<file path="config.mk">
export PLATFORM = sky130hd
export DESIGN_NAME = vga_image_reader
export DESIGN_NICKNAME = d
export VERILOG_FILES = /design/src/rtl/vga_pkg.sv /design/src/rtl/vga_timing.sv /design/src/rtl/vga_image_reader.sv
export SDC_FILE = /design/constraint.sdc
export NUM_CORES = 1
export LEC_CHECK = 0
export CAP_MARGIN = 15
export CORE_MARGIN = 3
export CORE_UTILIZATION = 54
export CTS_CLUSTER_DIAMETER = 200
export DETAILED_ROUTE_END_ITERATION = 6
export GPL_ROUTABILITY_DRIVEN = 0
export GPL_TIMING_DRIVEN = 1
export PLACE_DENSITY = 0.85
export SETUP_SLACK_MARGIN = 0.4
export SYNTH_ARGS = -nofsm -noshare
export SYNTH_HDL_FRONTEND = slang
export SYNTH_SLANG_ARGS = --single-unit
export TNS_END_PERCENT = 20
</file>
<file path="constraint.sdc">
create_clock -name clk -period 6 [get_ports clk]
set_input_delay 1.2 -clock clk [delete_from_list [all_inputs] [get_ports clk]]
set_output_delay 1.2 -clock clk [all_outputs]
set_load 0.02 [all_outputs]
</file>
<file path="src/rtl/vga_pkg.sv">
// Shared 640x480@60 timing constants, image window geometry, the OFF/ON
// display state and the per-pixel record carried down the output pipeline.
package vga_pkg;

   localparam logic [9:0] H_VISIBLE = 10'd640;
   localparam logic [9:0] H_FRONT   = 10'd16;
   localparam logic [9:0] H_SYNC    = 10'd96;
   localparam logic [9:0] H_BACK    = 10'd48;
   localparam logic [9:0] H_TOTAL   = H_VISIBLE + H_FRONT + H_SYNC + H_BACK;

   localparam logic [9:0] V_VISIBLE = 10'd480;
   localparam logic [9:0] V_FRONT   = 10'd10;
   localparam logic [9:0] V_SYNC    = 10'd2;
   localparam logic [9:0] V_BACK    = 10'd33;
   localparam logic [9:0] V_TOTAL   = V_VISIBLE + V_FRONT + V_SYNC + V_BACK;

   localparam logic [9:0] IMG_X0 = 10'd192;
   localparam logic [9:0] IMG_Y0 = 10'd112;
   localparam logic [9:0] IMG_W  = 10'd256;
   localparam logic [9:0] IMG_H  = 10'd256;

   typedef enum logic {OFF = 1'b0, ON = 1'b1} vga_state_t;

   typedef struct packed {
      logic hsync;
      logic vsync;
      logic blank_n;
      logic win;
      logic ring;
      logic last;
   } vga_pix_t;

   // Idle pipeline contents: syncs deasserted (high), everything else off.
   localparam vga_pix_t PIX_IDLE = '{hsync: 1'b1, vsync: 1'b1, default: 1'b0};

endpackage

</file>
<file path="src/rtl/vga_timing.sv">
// Free-running 800x525 raster counters with raw (unpipelined) sync and
// blank decode for the current counter position.
module vga_timing
   import vga_pkg::*;
(
   input  logic       clk,
   input  logic       reset,
   output logic [9:0] h_cnt,
   output logic [9:0] v_cnt,
   output logic       hsync_raw,
   output logic       vsync_raw,
   output logic       blank_n_raw
);

   localparam logic [9:0] HS_START = H_VISIBLE + H_FRONT;
   localparam logic [9:0] HS_END   = HS_START + H_SYNC;
   localparam logic [9:0] VS_START = V_VISIBLE + V_FRONT;
   localparam logic [9:0] VS_END   = VS_START + V_SYNC;

   always_ff @(posedge clk or negedge reset) begin
      if (!reset) begin
         h_cnt <= '0;
         v_cnt <= '0;
      end else if (h_cnt == H_TOTAL - 10'd1) begin
         h_cnt <= '0;
         v_cnt <= (v_cnt == V_TOTAL - 10'd1) ? '0 : v_cnt + 10'd1;
      end else begin
         h_cnt <= h_cnt + 10'd1;
      end
   end

   assign hsync_raw   = !((h_cnt >= HS_START) && (h_cnt < HS_END));
   assign vsync_raw   = !((v_cnt >= VS_START) && (v_cnt < VS_END));
   assign blank_n_raw = (h_cnt < H_VISIBLE) && (v_cnt < V_VISIBLE);

endmodule

</file>
<file path="src/rtl/vga_image_reader.sv">
// Streams a 256x256 grayscale image from a 1-cycle-latency memory onto a
// 640x480 VGA raster. Optional 0xFF border ring: define VGA_BORDER_EN.
module vga_image_reader
   import vga_pkg::*;
#(
   parameter int ADDR_W = 18,
   parameter int PIX_W  = 8
)(
   input  logic              clk,
   input  logic              reset,
   input  logic              enable,
   output logic [ADDR_W-1:0] mem_addr,
   input  logic [PIX_W-1:0]  mem_rdata,
   output logic              hsync,
   output logic              vsync,
   output logic              blank_n,
   output logic [7:0]        red,
   output logic [7:0]        green,
   output logic [7:0]        blue,
   output logic              frame_done
);

   logic [9:0] h_cnt, v_cnt;
   logic       hsync_raw, vsync_raw, blank_n_raw;

   vga_timing u_timing (
      .clk        (clk),
      .reset      (reset),
      .h_cnt      (h_cnt),
      .v_cnt      (v_cnt),
      .hsync_raw  (hsync_raw),
      .vsync_raw  (vsync_raw),
      .blank_n_raw(blank_n_raw)
   );

   // Window decode and address generation
   logic       in_win, ring_hit, frame_start, last_pix;
   logic [7:0] dx, dy;

   assign in_win      = (h_cnt >= IMG_X0) && (h_cnt < IMG_X0 + IMG_W) &&
                        (v_cnt >= IMG_Y0) && (v_cnt < IMG_Y0 + IMG_H);
   assign dx          = 8'(h_cnt - IMG_X0);
   assign dy          = 8'(v_cnt - IMG_Y0);
   assign frame_start = (h_cnt == '0) && (v_cnt == '0);
   assign last_pix    = (h_cnt == IMG_X0 + IMG_W - 10'd1) &&
                        (v_cnt == IMG_Y0 + IMG_H - 10'd1);

`ifdef VGA_BORDER_EN
   logic x_edge, y_edge, x_span, y_span;
   assign x_edge   = (h_cnt == IMG_X0 - 10'd1) || (h_cnt == IMG_X0 + IMG_W);
   assign y_edge   = (v_cnt == IMG_Y0 - 10'd1) || (v_cnt == IMG_Y0 + IMG_H);
   assign x_span   = (h_cnt >= IMG_X0 - 10'd1) && (h_cnt <= IMG_X0 + IMG_W);
   assign y_span   = (v_cnt >= IMG_Y0 - 10'd1) && (v_cnt <= IMG_Y0 + IMG_H);
   assign ring_hit = (x_edge && y_span) || (y_edge && x_span);
`else
   assign ring_hit = 1'b0;
`endif

   // Address only advances inside the window, so the wrap after the last
   // pixel issues no further read.
   always_ff @(posedge clk or negedge reset) begin
      if (!reset)      mem_addr <= '0;
      else if (in_win) mem_addr <= ADDR_W'({dy, dx});
   end

   // Display state: sampled only at frame start
   vga_state_t state, state_nxt;
   logic       is_on;

   always_ff @(posedge clk or negedge reset) begin
      if (!reset) state <= OFF;
      else        state <= state_nxt;
   end

   always_comb begin
      state_nxt = state;
      if (frame_start) state_nxt = enable ? ON : OFF;
   end

   always_comb begin
      is_on = (state == ON);
   end

   // Two-stage pipeline keeps syncs aligned with the memory's read data
   vga_pix_t         pix_s0;
   vga_pix_t [2:1]   pix_pipe;

   always_comb begin
      pix_s0         = PIX_IDLE;
      pix_s0.hsync   = hsync_raw;
      pix_s0.vsync   = vsync_raw;
      pix_s0.blank_n = blank_n_raw;
      pix_s0.win     = is_on && in_win;
      pix_s0.ring    = is_on && ring_hit;
      pix_s0.last    = is_on && last_pix;
   end

   always_ff @(posedge clk or negedge reset) begin
      if (!reset) begin
         pix_pipe[1] <= PIX_IDLE;
         pix_pipe[2] <= PIX_IDLE;
      end else begin
         pix_pipe[1] <= pix_s0;
         pix_pipe[2] <= pix_pipe[1];
      end
   end

   logic [7:0] pix_val;

   always_comb begin
      pix_val = '0;
      if (pix_pipe[2].win)       pix_val = 8'(mem_rdata);
      else if (pix_pipe[2].ring) pix_val = 8'hFF;
   end

   assign hsync      = pix_pipe[2].hsync;
   assign vsync      = pix_pipe[2].vsync;
   assign blank_n    = pix_pipe[2].blank_n;
   assign frame_done = pix_pipe[2].last;
   assign red        = pix_val;
   assign green      = pix_val;
   assign blue       = pix_val;

endmodule

</file>
==> reports/qor.tcl, run 1 <==
set qor(cts-htree-levels) 2
set qor(cts_repair_resize_count) 0
set qor(post-place-ws_ns) 2.34
set qor(row_count) 23
set qor(fp.dieArea_um2) 5410
set qor(flop_and_latch_count_out_of_synthesis) 47
set qor(seq_area_frac_synth) 0.479
set qor(cts_hold_buf) 0
set qor(outcome) {completed}
set qor(drt-initial-drc-count) 134
set qor(fmax_mhz) 275
set qor(critPathMostFrequentCell) {clkdlybuf4s50_1}
set qor(die_y_um) 73.5
set qor(finalHoldViolations) 0
set qor(drive_gt1_frac) 0.126
set qor(core-area_um2) 4200
set qor(most_numerous_cell_in_the_yosys_netlist) {dfrtp_1}
set qor(synth_area_per_cell_um2) 11.2
set qor(grt_antenna_before_repair) 0
set qor(setup.reg_to_reg.worst_slack_ns) 3.41
set qor(max-clock-path-buffers) 2
set qor(holdPathEnd) {hsync}
set qor(buf_inv_on_cp) 2
set qor(setup_viol) 0
set qor(crit_slowest_cell) {clkdlybuf4s50_1}
set qor(min_path_type) {reg2reg}
set qor(post_synth_inst_count) 219
set qor(clock_tree_from_tritoncts) {done}
set qor(post_synth_edffs) 0
set qor(hp-start) {pix_pipe[5]}
set qor(globalRouteTotalUtil) 0.188
set qor(grtUsageMet2) 0.306
set qor(power_per_cell_area_nw_per_um2) 189
set qor(mappedNetlistArea_um2) 2460
set qor(worst_slew_pin_slew_ns) 1.07
set qor(crit_path_max_incr_delay_ns) 0.62
set qor(worst_clock_skew_ns) 0.0106
set qor(io-pin-count) 57
set qor(cp_data_arrival_time_ns) 2.44
set qor(drt_pass1_iterations) 4
set qor(synth_area_leaders) {dfrtp_1, ha_1, buf_4}
set qor(critPathKind) {in2out}
set qor(routed_wl_um) 4620
set qor(antenna_cells_inserted) 0
set qor(timing_max_transition_violations_final) 0
set qor(globalRouteOverflowTotal) 0
set qor(fin_ws_ns) 2.36
set qor(portBuffers) 54
set qor(drv.max_cap_violation_count) 0
set qor(placement.cell_area_um2) 2870
set qor(regToRegStartpoint) {u_timing.h_cnt[5]}
set qor(busiest_layer) {met2}
set qor(cts.root.buffer_cell) {clkbuf_8}
set qor(clk-insertion-delay-late_ns) 0.31
set qor(critical_path.top_delay_family) {buffers and inverters}
set qor(grt_pass1_wl_um) 7820
set qor(met1_track_utilization_from_global_routing) 0.242
set qor(final_core_util) 0.710
set qor(async_reset_ff_frac) 1.00
set qor(post_drt_via_cell_ratio) 5.69
set qor(finalSetupTns_ns) 0
set qor(path_max_fanout) 3
set qor(crit_path_start) {mem_rdata[6]}
set qor(leakage_nw) 1.32
set qor(vias) 1729
set qor(route.detailed.drc) 0
set qor(distinct_cell_type_count_of_the_synthesized_netlist) 44
set qor(postRouteAntennaNets) 0
set qor(final_cell_area_um2) 2980
set qor(place_hpwl_um) 3310
set qor(worst_supply_voltage_drop_on_vdd_v) 0.000133
set qor(period_minus_slack_ns) 3.64
set qor(ys.warnings.count) 0
set qor(endpoint_kind) {output port}
set qor(clk_pin_slew_ns) 0.09
set qor(worst_r2r_path_depth) 4
set qor(synth-main-ff-cell) {dfrtp_1}
set qor(rsz_0062_raised_after_global_routing) {no}
set qor(post_cts_buffers) 0
set qor(timing.final.crit_share) 0.607
set qor(cp_data_required_time_ns) 4.80
set qor(globalRouteMet3Util) 0.0506
set qor(cts_buffers) 5
set qor(holdWs_ns) 0.345
set qor(reg2reg_to) {mem_addr[13]}
set qor(syn_to_final_growth_pct) 21.1
set qor(hold_depth) 0
set qor(cts.sinks) 47
set qor(wl_per_cell_um) 15.2
set qor(final.fill_count) 299
set qor(synth_top_area_share) 0.437
set qor(finish.net_count) 275
set qor(path_cells) {clkdlybuf4s50_1 -> and2_1 -> clkdlybuf4s50_1}
set qor(max-slew-margin-rel) 0.281
set qor(grt_max_degree) 48
set qor(fp.dieW_um) 73.5
set qor(ys_top_cells_by_count) {dfrtp_1, buf_4, nand3_1}
set qor(start_kind) {primary input}
set qor(grt_pass1_vias) 1676
set qor(synth_top_area_cell) {dfrtp_1}
set qor(effective_utilization_at_floorplan) 0.586
-- report_power, final --
| group | internal [mW] | leakage (nW) | switching (mW) | total [mW] |
|---|---|---|---|---|
| Sequential | 0.317 | 0.616 | 0.000290 | 0.317 |
| Clock | 0.125 | 0.0548 | 0.109 | 0.235 |
| Combinational | 0.00542 | 0.652 | 0.00732 | 0.0127 |
| Total | 0.448 | 1.32 | 0.117 | 0.564 |
-- per-layer routing --
metal / routed length [um] / vias up
li1: - / 813
met1: 2040 / 848
met2: 2160 / 61
met3: 345 / 7
met4: 73 / 0
met5: 0 / -
-- sequential cells by signal (all words and copies together), names as in the netlist --
signal / flops
mem_addr: 16
u_timing.h_cnt: 10
u_timing.v_cnt: 10
pix_pipe: 6
blank_n: 1
frame_done: 1
hsync: 1
is_on: 1
vsync: 1
-- cell usage in the layout, fill, tap and decap left out, types with 2 or more instances in the layout --
master,instances
clkdlybuf4s50_1,53
dfrtp_1,43
nand3_1,12
and2_1,11
nor2_1,11
ha_1,11
inv_1,10
xor2_1,9
mux2_4,9
nand4_1,8
mux2_2,8
o21ai_0,7
nand2_1,7
clkbuf_8,5
and3_1,4
xnor2_1,4
nor4_1,4
nor3_1,4
dfstp_2,4
and4_1,3
a21oi_1,2
conb_1,2
-- worst register-to-register path: cells and delay by family (launching register included) --
kind             cells  cell delay [ns]
AO/OA/AOI/OAI        1             0.93
AND/OR/NAND/NOR      2             0.62
multiplexers         1             0.43
flip-flops           1             0.50
-- final cells by class --
class | count | area (um^2) | share of cell area
Clock inverter | 3 | 46.3 | 0.0155
Clock buffer | 5 | 68.8 | 0.0231
Inverter | 10 | 37.5 | 0.0126
Sequential cell | 47 | 1180 | 0.396
Timing Repair Buffer | 54 | 536 | 0.180
Tap cell | 50 | 62.6 | 0.0210
Multi-Input combinational cell | 135 | 1050 | 0.352
-- worst max path at each step --
stage	to	slack (ns)	cells after the start
final	green[6]	2.36	3
after global placement	blue[4]	2.38	3
after CTS	green[6]	2.34	3
after floorplan	green[0]	3.16	2
after global routing	green[6]	2.29	3
after detailed placement	green[6]	2.34	3
-- logic make-up after synthesis --
logic type	after synthesis	share of synthesized area
xor+xnor	13	0.0462
compound gates	20	0.0610
buf+inv	38	0.0955
flops	47	0.479
mux	19	0.100
other cells	1	0.00152
simple gates	70	0.160
fa+ha+maj	11	0.0559
-- through the flow --
step	power, mW	std cells
floorplan	0.326	220
global placement	0.336	296
detailed placement	0.337	296
CTS	0.571	304
global route	0.584	304
finish	0.564	304
No activity file was read; power rests on OpenSTA's default activity.
==> run 2, diff against run 1 <==
--- a/config.mk
+++ b/config.mk
@@ -7,12 +7,12 @@
 export LEC_CHECK = 0
 export CAP_MARGIN = 15
 export CORE_MARGIN = 3
-export CORE_UTILIZATION = 54
+export CORE_UTILIZATION = 45
 export CTS_CLUSTER_DIAMETER = 200
 export DETAILED_ROUTE_END_ITERATION = 6
 export GPL_ROUTABILITY_DRIVEN = 0
 export GPL_TIMING_DRIVEN = 1
-export PLACE_DENSITY = 0.85
+export PLACE_DENSITY = 0.76
 export SETUP_SLACK_MARGIN = 0.4
 export SYNTH_ARGS = -nofsm -noshare
 export SYNTH_HDL_FRONTEND = slang
==> constraint.sdc (replaced) <==
create_clock -name clk -period 3.17 [get_ports clk]
set_input_delay 0.634 -clock clk [delete_from_list [all_inputs] [get_ports clk]]
set_output_delay 0.634 -clock clk [all_outputs]
set_load 0.02 [all_outputs]
==> run 2 against run 1 <==
  * Cell area increased by 0.84%
  * Flip-flop and latch count unchanged
  * Global-route usage decreased by 2.3 points
  * Utilization decreased by 13 points
  * Clock power increased by 66%
  * Critical path depth unchanged
  * Die area increased by 18%
  * Total power increased by 80%
  * Clock-buffer cell count increased by 3
  * Clock skew decreased by 0.0032 ns
  * Wire length increased by 7.2%
  * Sequential share of layout area decreased by 0.33 points
  * Largest cell class unchanged
  * Largest power group unchanged
==> reports/qor.tcl, run 2 (synthesis results as in run 1) <==
set qor(outcome) {completed}
set qor(largest_register_ff_count) 16
set qor(max-slew-margin-rel) 0.317
set qor(final_cell_area_um2) 3010
set qor(hp-start) {pix_pipe[2]}
set qor(netSwitchingFraction) 0.203
set qor(fp.dieW_um) 80.0
set qor(grt_pass1_vias) 1727
set qor(fp.dieArea_um2) 6400
set qor(post_layout_nonfiller_instances) 326
set qor(min_path_type) {reg2reg}
set qor(postRouteAntennaNets) 0
set qor(cts-htree-levels) 2
set qor(globalRouteOverflowTotal) 0
set qor(fmax_mhz) 400
set qor(worst_supply_voltage_drop_on_vdd_v) 0.000211
set qor(power.clock.fraction) 0.384
set qor(grtUsageMet2) 0.249
set qor(max-clock-path-buffers) 2
set qor(globalRouteMet3Util) 0.0530
set qor(start_kind) {primary input}
set qor(finalSetupTns_ns) 0
set qor(finish.net_count) 277
set qor(path_max_fanout) 3
set qor(largestRegisters) {mem_addr (16), u_timing.h_cnt (10), u_timing.v_cnt (10)}
set qor(grt_antenna_before_repair) 0
set qor(leakage_nw) 1.33
set qor(cts.sinks) 47
set qor(sequentialPowerShare) 0.591
set qor(drt_pass1_iterations) 4
set qor(effective_utilization_at_floorplan) 0.473
set qor(grt_pass1_wl_um) 8200
set qor(critPathMostFrequentCell) {clkdlybuf4s50_1}
set qor(post_drt_via_cell_ratio) 5.42
set qor(placement.cell_area_um2) 2910
set qor(clock_tree_from_tritoncts) {done}
set qor(worst_r2r_path_depth) 5
set qor(rsz_0062_raised_after_global_routing) {no}
set qor(crit_slowest_cell) {clkdlybuf4s50_1}
set qor(fin_ws_ns) 0.667
set qor(place_hpwl_um) 3430
set qor(cell_internal_pwr_mw) 0.809
set qor(antenna_cells_inserted) 0
set qor(met1_track_utilization_from_global_routing) 0.214
set qor(cts.root.buffer_cell) {clkbuf_8}
set qor(worst_slew_pin_slew_ns) 1.02
set qor(top_register_by_number_of_flip_flops) {mem_addr}
set qor(period_minus_slack_ns) 2.50
set qor(timing.final.crit_share) 0.790
set qor(mostFrequentLayoutCells) {clkdlybuf4s50_1, dfrtp_1, nand3_1}
set qor(cts_hold_buf) 0
set qor(regToRegStartpoint) {u_timing.h_cnt[5]}
set qor(reg2reg_to) {mem_addr[11]}
set qor(timing_max_transition_violations_final) 0
set qor(endpoint_kind) {output port}
set qor(final_common_cell) {clkdlybuf4s50_1}
set qor(worst_clock_skew_ns) 0.00742
set qor(globalRouteTotalUtil) 0.165
set qor(cp_data_required_time_ns) 2.54
set qor(critPathKind) {in2out}
set qor(finalHoldViolations) 0
set qor(setup_viol) 0
set qor(total_power_mw) 1.02
set qor(hold_depth) 0
set qor(power_per_cell_area_nw_per_um2) 338
set qor(busiest_layer) {met2}
set qor(core-area_um2) 5200
set qor(drt-initial-drc-count) 63
set qor(clk_pin_slew_ns) 0.08
set qor(route.detailed.drc) 0
set qor(io-pin-count) 57
set qor(crit_path_max_incr_delay_ns) 0.62
set qor(holdPathEnd) {pix_pipe[8]}
set qor(portBuffers) 54
set qor(switchingPower_mw) 0.206
set qor(cts_buffers) 5
set qor(critical_path.top_delay_family) {buffers and inverters}
set qor(routed_wl_um) 4960
set qor(path_cells) {clkdlybuf4s50_1 -> and2_1 -> clkdlybuf4s50_1}
set qor(drv.max_cap_violation_count) 0
set qor(setup.reg_to_reg.worst_slack_ns) 0.79
set qor(buf_inv_on_cp) 2
set qor(syn_to_final_growth_pct) 22.1
set qor(post-place-ws_ns) 0.658
set qor(die_y_um) 80.0
set qor(final_core_util) 0.578
set qor(clk-insertion-delay-late_ns) 0.30
set qor(vias) 1768
set qor(grt_max_degree) 48
set qor(numPlacedInstances) 318
set qor(holdWs_ns) 0.351
set qor(drive_gt1_frac) 0.129
set qor(cts_repair_resize_count) 0
set qor(combinational_fraction_of_design_power) 0.024
set qor(wl_per_cell_um) 15.2
set qor(row_count) 26
set qor(cp_data_arrival_time_ns) 1.87
set qor(post_cts_buffers) 0
## run 2: cell count changes in the layout (fill, tap and decap cells not counted)
cell / change
buf_4: +2
clkbuf_8: +2
bufinv_16: -1
clkbuf_1: +1
clkinvlp_4: -1
inv_6: -1
## run 2: worst max-delay path by stage
stage / from / endpoint / slack (ns) / cells after the start
floorplan: u_timing.h_cnt[6] / is_on / 1.15 / 7
CTS: mem_rdata[7] / red[7] / 0.66 / 3
global route: u_timing.h_cnt[5] / mem_addr[11] / 0.58 / 5
finish: mem_rdata[7] / red[7] / 0.67 / 3
global placement: mem_rdata[1] / green[1] / 0.67 / 3
detailed placement: mem_rdata[7] / red[7] / 0.66 / 3
## run 2: layer usage
metal  vias to the layer above  routed length (um)
met4                         0                 126
met2                        82                2250
met5                         -                   0
li1                        810                   -
met1                       864                2210
met3                        12                 374
## run 2: cell type report
type	instances	area [um^2]
fill	438	2200
sequential	47	1180
multi-input combinational	135	1050
timing repair buffer	56	551
clock buffer	8	100
tap	70	87.6
inverter	10	37.5
## run 2: power by group through the flow
stage | Sequential (mW) | Combinational, mW | Clock [mW]
2_1_floorplan | 0.612 | 0.00439 | 0
3_3_place_gp | 0.612 | 0.0251 | 0
3_5_place_dp | 0.612 | 0.0258 | 0
4_1_cts | 0.600 | 0.0257 | 0.402
5_1_grt | 0.601 | 0.0280 | 0.426
6_report | 0.600 | 0.0245 | 0.390
==> run 3, diff against run 2 <==
--- a/config.mk
+++ b/config.mk
@@ -7,12 +7,12 @@
 export LEC_CHECK = 0
 export CAP_MARGIN = 15
 export CORE_MARGIN = 3
-export CORE_UTILIZATION = 45
+export CORE_UTILIZATION = 50
 export CTS_CLUSTER_DIAMETER = 200
 export DETAILED_ROUTE_END_ITERATION = 6
 export GPL_ROUTABILITY_DRIVEN = 0
 export GPL_TIMING_DRIVEN = 1
-export PLACE_DENSITY = 0.76
+export PLACE_DENSITY = 0.8
 export SETUP_SLACK_MARGIN = 0.4
 export SYNTH_ARGS = -nofsm -noshare
 export SYNTH_HDL_FRONTEND = slang
==> constraint.sdc (replaced) <==
create_clock -name clk -period 2.52 [get_ports clk]
set_input_delay 0.504 -clock clk [delete_from_list [all_inputs] [get_ports clk]]
set_output_delay 0.504 -clock clk [all_outputs]
set_load 0.02 [all_outputs]
==> run 3 against run 2 <==
  * Via count shrank 2.1%
  * Cell area rose by 1.6%
  * Final cell count is 0.31% higher
  * Flip-flop and latch count stayed put
  * Combinational power up 31%
  * Sequential share of layout area is 0.61 points lower
  * Clock skew down 0.0015 ns
  * Setup slack lost 0.38 ns
  * Critical path depth did not move
  * Total power grew 25%
  * Global-route usage up 1.1 points
  * Critical endpoint is now green[4]
  * Largest power group unchanged
==> reports/qor.tcl, run 3 (synthesis results as in run 1) <==
set qor(finalSetupTns_ns) 0
set qor(drt_pass1_iterations) 4
set qor(cp_data_required_time_ns) 2.02
set qor(path_cells) {clkdlybuf4s50_1 -> and2_1 -> clkdlybuf4s50_1}
set qor(grt_pass1_vias) 1707
set qor(final_cell_area_um2) 3060
set qor(cts_hold_buf) 0
set qor(power_per_cell_area_nw_per_um2) 417
set qor(finish.net_count) 283
set qor(grt_max_degree) 48
set qor(critPathMostFrequentCell) {clkdlybuf4s50_1}
set qor(cp_data_arrival_time_ns) 1.72
set qor(post_drt_via_cell_ratio) 5.29
set qor(row_count) 24
set qor(crit_path_max_incr_delay_ns) 0.62
set qor(core-area_um2) 4560
set qor(syn_to_final_growth_pct) 24.0
set qor(final_core_util) 0.669
set qor(leakage_nw) 1.52
set qor(io-pin-count) 57
set qor(min_path_type) {in2async}
set qor(largestRegisters) {mem_addr (16), u_timing.h_cnt (10), u_timing.v_cnt (10)}
set qor(clk-insertion-delay-late_ns) 0.30
set qor(worst_slew_pin_slew_ns) 0.614
set qor(top_register_by_number_of_flip_flops) {mem_addr}
set qor(cts.root.buffer_cell) {clkbuf_8}
set qor(crit_slowest_cell) {clkdlybuf4s50_1}
set qor(globalRouteMet3Util) 0.0532
set qor(outcome) {completed}
set qor(fmax_mhz) 449
set qor(endpoint_kind) {output port}
set qor(max-clock-path-buffers) 2
set qor(timing_max_transition_violations_final) 0
set qor(busiest_layer) {met2}
set qor(met1_track_utilization_from_global_routing) 0.241
set qor(fp.dieArea_um2) 5810
set qor(worst_clock_skew_ns) 0.00595
set qor(die_y_um) 76.2
set qor(placement.cell_area_um2) 2950
set qor(drv.max_cap_violation_count) 0
set qor(timing.final.crit_share) 0.884
set qor(path_max_fanout) 3
set qor(route.detailed.drc) 0
set qor(critPathKind) {in2out}
set qor(antenna_cells_inserted) 0
set qor(period_minus_slack_ns) 2.23
set qor(globalRouteOverflowTotal) 0
set qor(mostFrequentLayoutCells) {dfrtp_1, clkdlybuf4s50_1, nand3_1}
set qor(worst_supply_voltage_drop_on_vdd_v) 0.000305
set qor(clock_tree_from_tritoncts) {done}
set qor(largest_register_ff_count) 16
set qor(fp.dieW_um) 76.2
set qor(clk_pin_slew_ns) 0.08
set qor(cts.sinks) 47
set qor(holdWs_ns) 0.286
set qor(final_common_cell) {dfrtp_1}
set qor(final.fill_count) 360
set qor(portBuffers) 54
set qor(finalHoldViolations) 0
set qor(globalRouteTotalUtil) 0.176
set qor(start_kind) {primary input}
set qor(max-slew-margin-rel) 0.590
set qor(routed_wl_um) 4830
set qor(postRouteAntennaNets) 0
set qor(effective_utilization_at_floorplan) 0.540
set qor(rsz_0062_raised_after_global_routing) {yes}
set qor(post_cts_buffers) 0
set qor(drive_gt1_frac) 0.149
set qor(cts-htree-levels) 2
set qor(grt_antenna_before_repair) 0
set qor(cts_buffers) 5
set qor(drt-initial-drc-count) 80
set qor(setup_viol) 0
set qor(place_hpwl_um) 3440
set qor(wl_per_cell_um) 14.8
set qor(grtUsageMet2) 0.276
set qor(vias) 1731
set qor(grt_pass1_wl_um) 8350
-- run 3: cell count changes in the layout (fill, tap and decap cells not counted) --
cell	previous run	this run
dlymetal6s2s_1	0	7
buf_4	2	8
dlygate4sd2_1	0	7
clkdlybuf4s50_1	53	39
-- run 3: repair_timing --
action	CTS	global route
endpoints found under the setup margin	35	35
hold endpoints to repair	0	0
gates resized for setup	7	7
-- run 3: worst paths after layout --
kind | start | to | depth (start not counted) | slack [ns]
setup / recovery | mem_rdata[4] | green[4] | 3 | 0.29
hold / removal | reset | u_timing.v_cnt[5] | 2 | 0.29
setup reg to reg | u_timing.v_cnt[5] | mem_addr[10] | 5 | 0.38
hold reg to reg | pix_pipe[0] | frame_done | 0 | 0.35
max in group asynchronous | reset | u_timing.h_cnt[8] | 2 | 1.85
min in group clk | pix_pipe[0] | frame_done | 0 | 0.35
-- run 3: layout make-up --
| class | count | area (um^2) | area share |
|---|---|---|---|
| Clock buffer | 8 | 100 | 0.0328 |
| Inverter | 10 | 37.5 | 0.0123 |
| Multi-Input combinational cell | 135 | 1050 | 0.344 |
| Sequential cell | 47 | 1180 | 0.387 |
| Tap cell | 65 | 81.3 | 0.0266 |
| Timing Repair Buffer | 62 | 604 | 0.198 |
-- run 3: worst max-delay path: cells and delay by family --
family / cells / cell delay (ns)
buffers and inverters: 2 / 1.06
AND/OR/NAND/NOR: 1 / 0.15
-- run 3: where the power goes --
part | switching, mW | leakage (nW) | total, mW | internal (mW)
clock network | 0.236 | 0.0515 | 0.486 | 0.250
registers | 0.000728 | 0.616 | 0.755 | 0.755
logic | 0.0182 | 0.855 | 0.0321 | 0.0139
total | 0.255 | 1.52 | 1.27 | 1.02
-- run 3: metrics by stage --
step	power (mW)	setup WS, ns	instances
finish	1.27	0.291	327
global route	1.33	0.255	327
CTS	1.29	0.289	327
detailed placement	0.803	0.262	319
global placement	0.803	0.282	319
floorplan	0.775	0.504	220
-- run 3: per-layer routing --
| metal | vias up | routed length (um) |
|---|---|---|
| met5 | - | 0 |
| met4 | 0 | 55 |
| met3 | 7 | 400 |
| met2 | 77 | 2140 |
| met1 | 816 | 2230 |
| li1 | 831 | - |
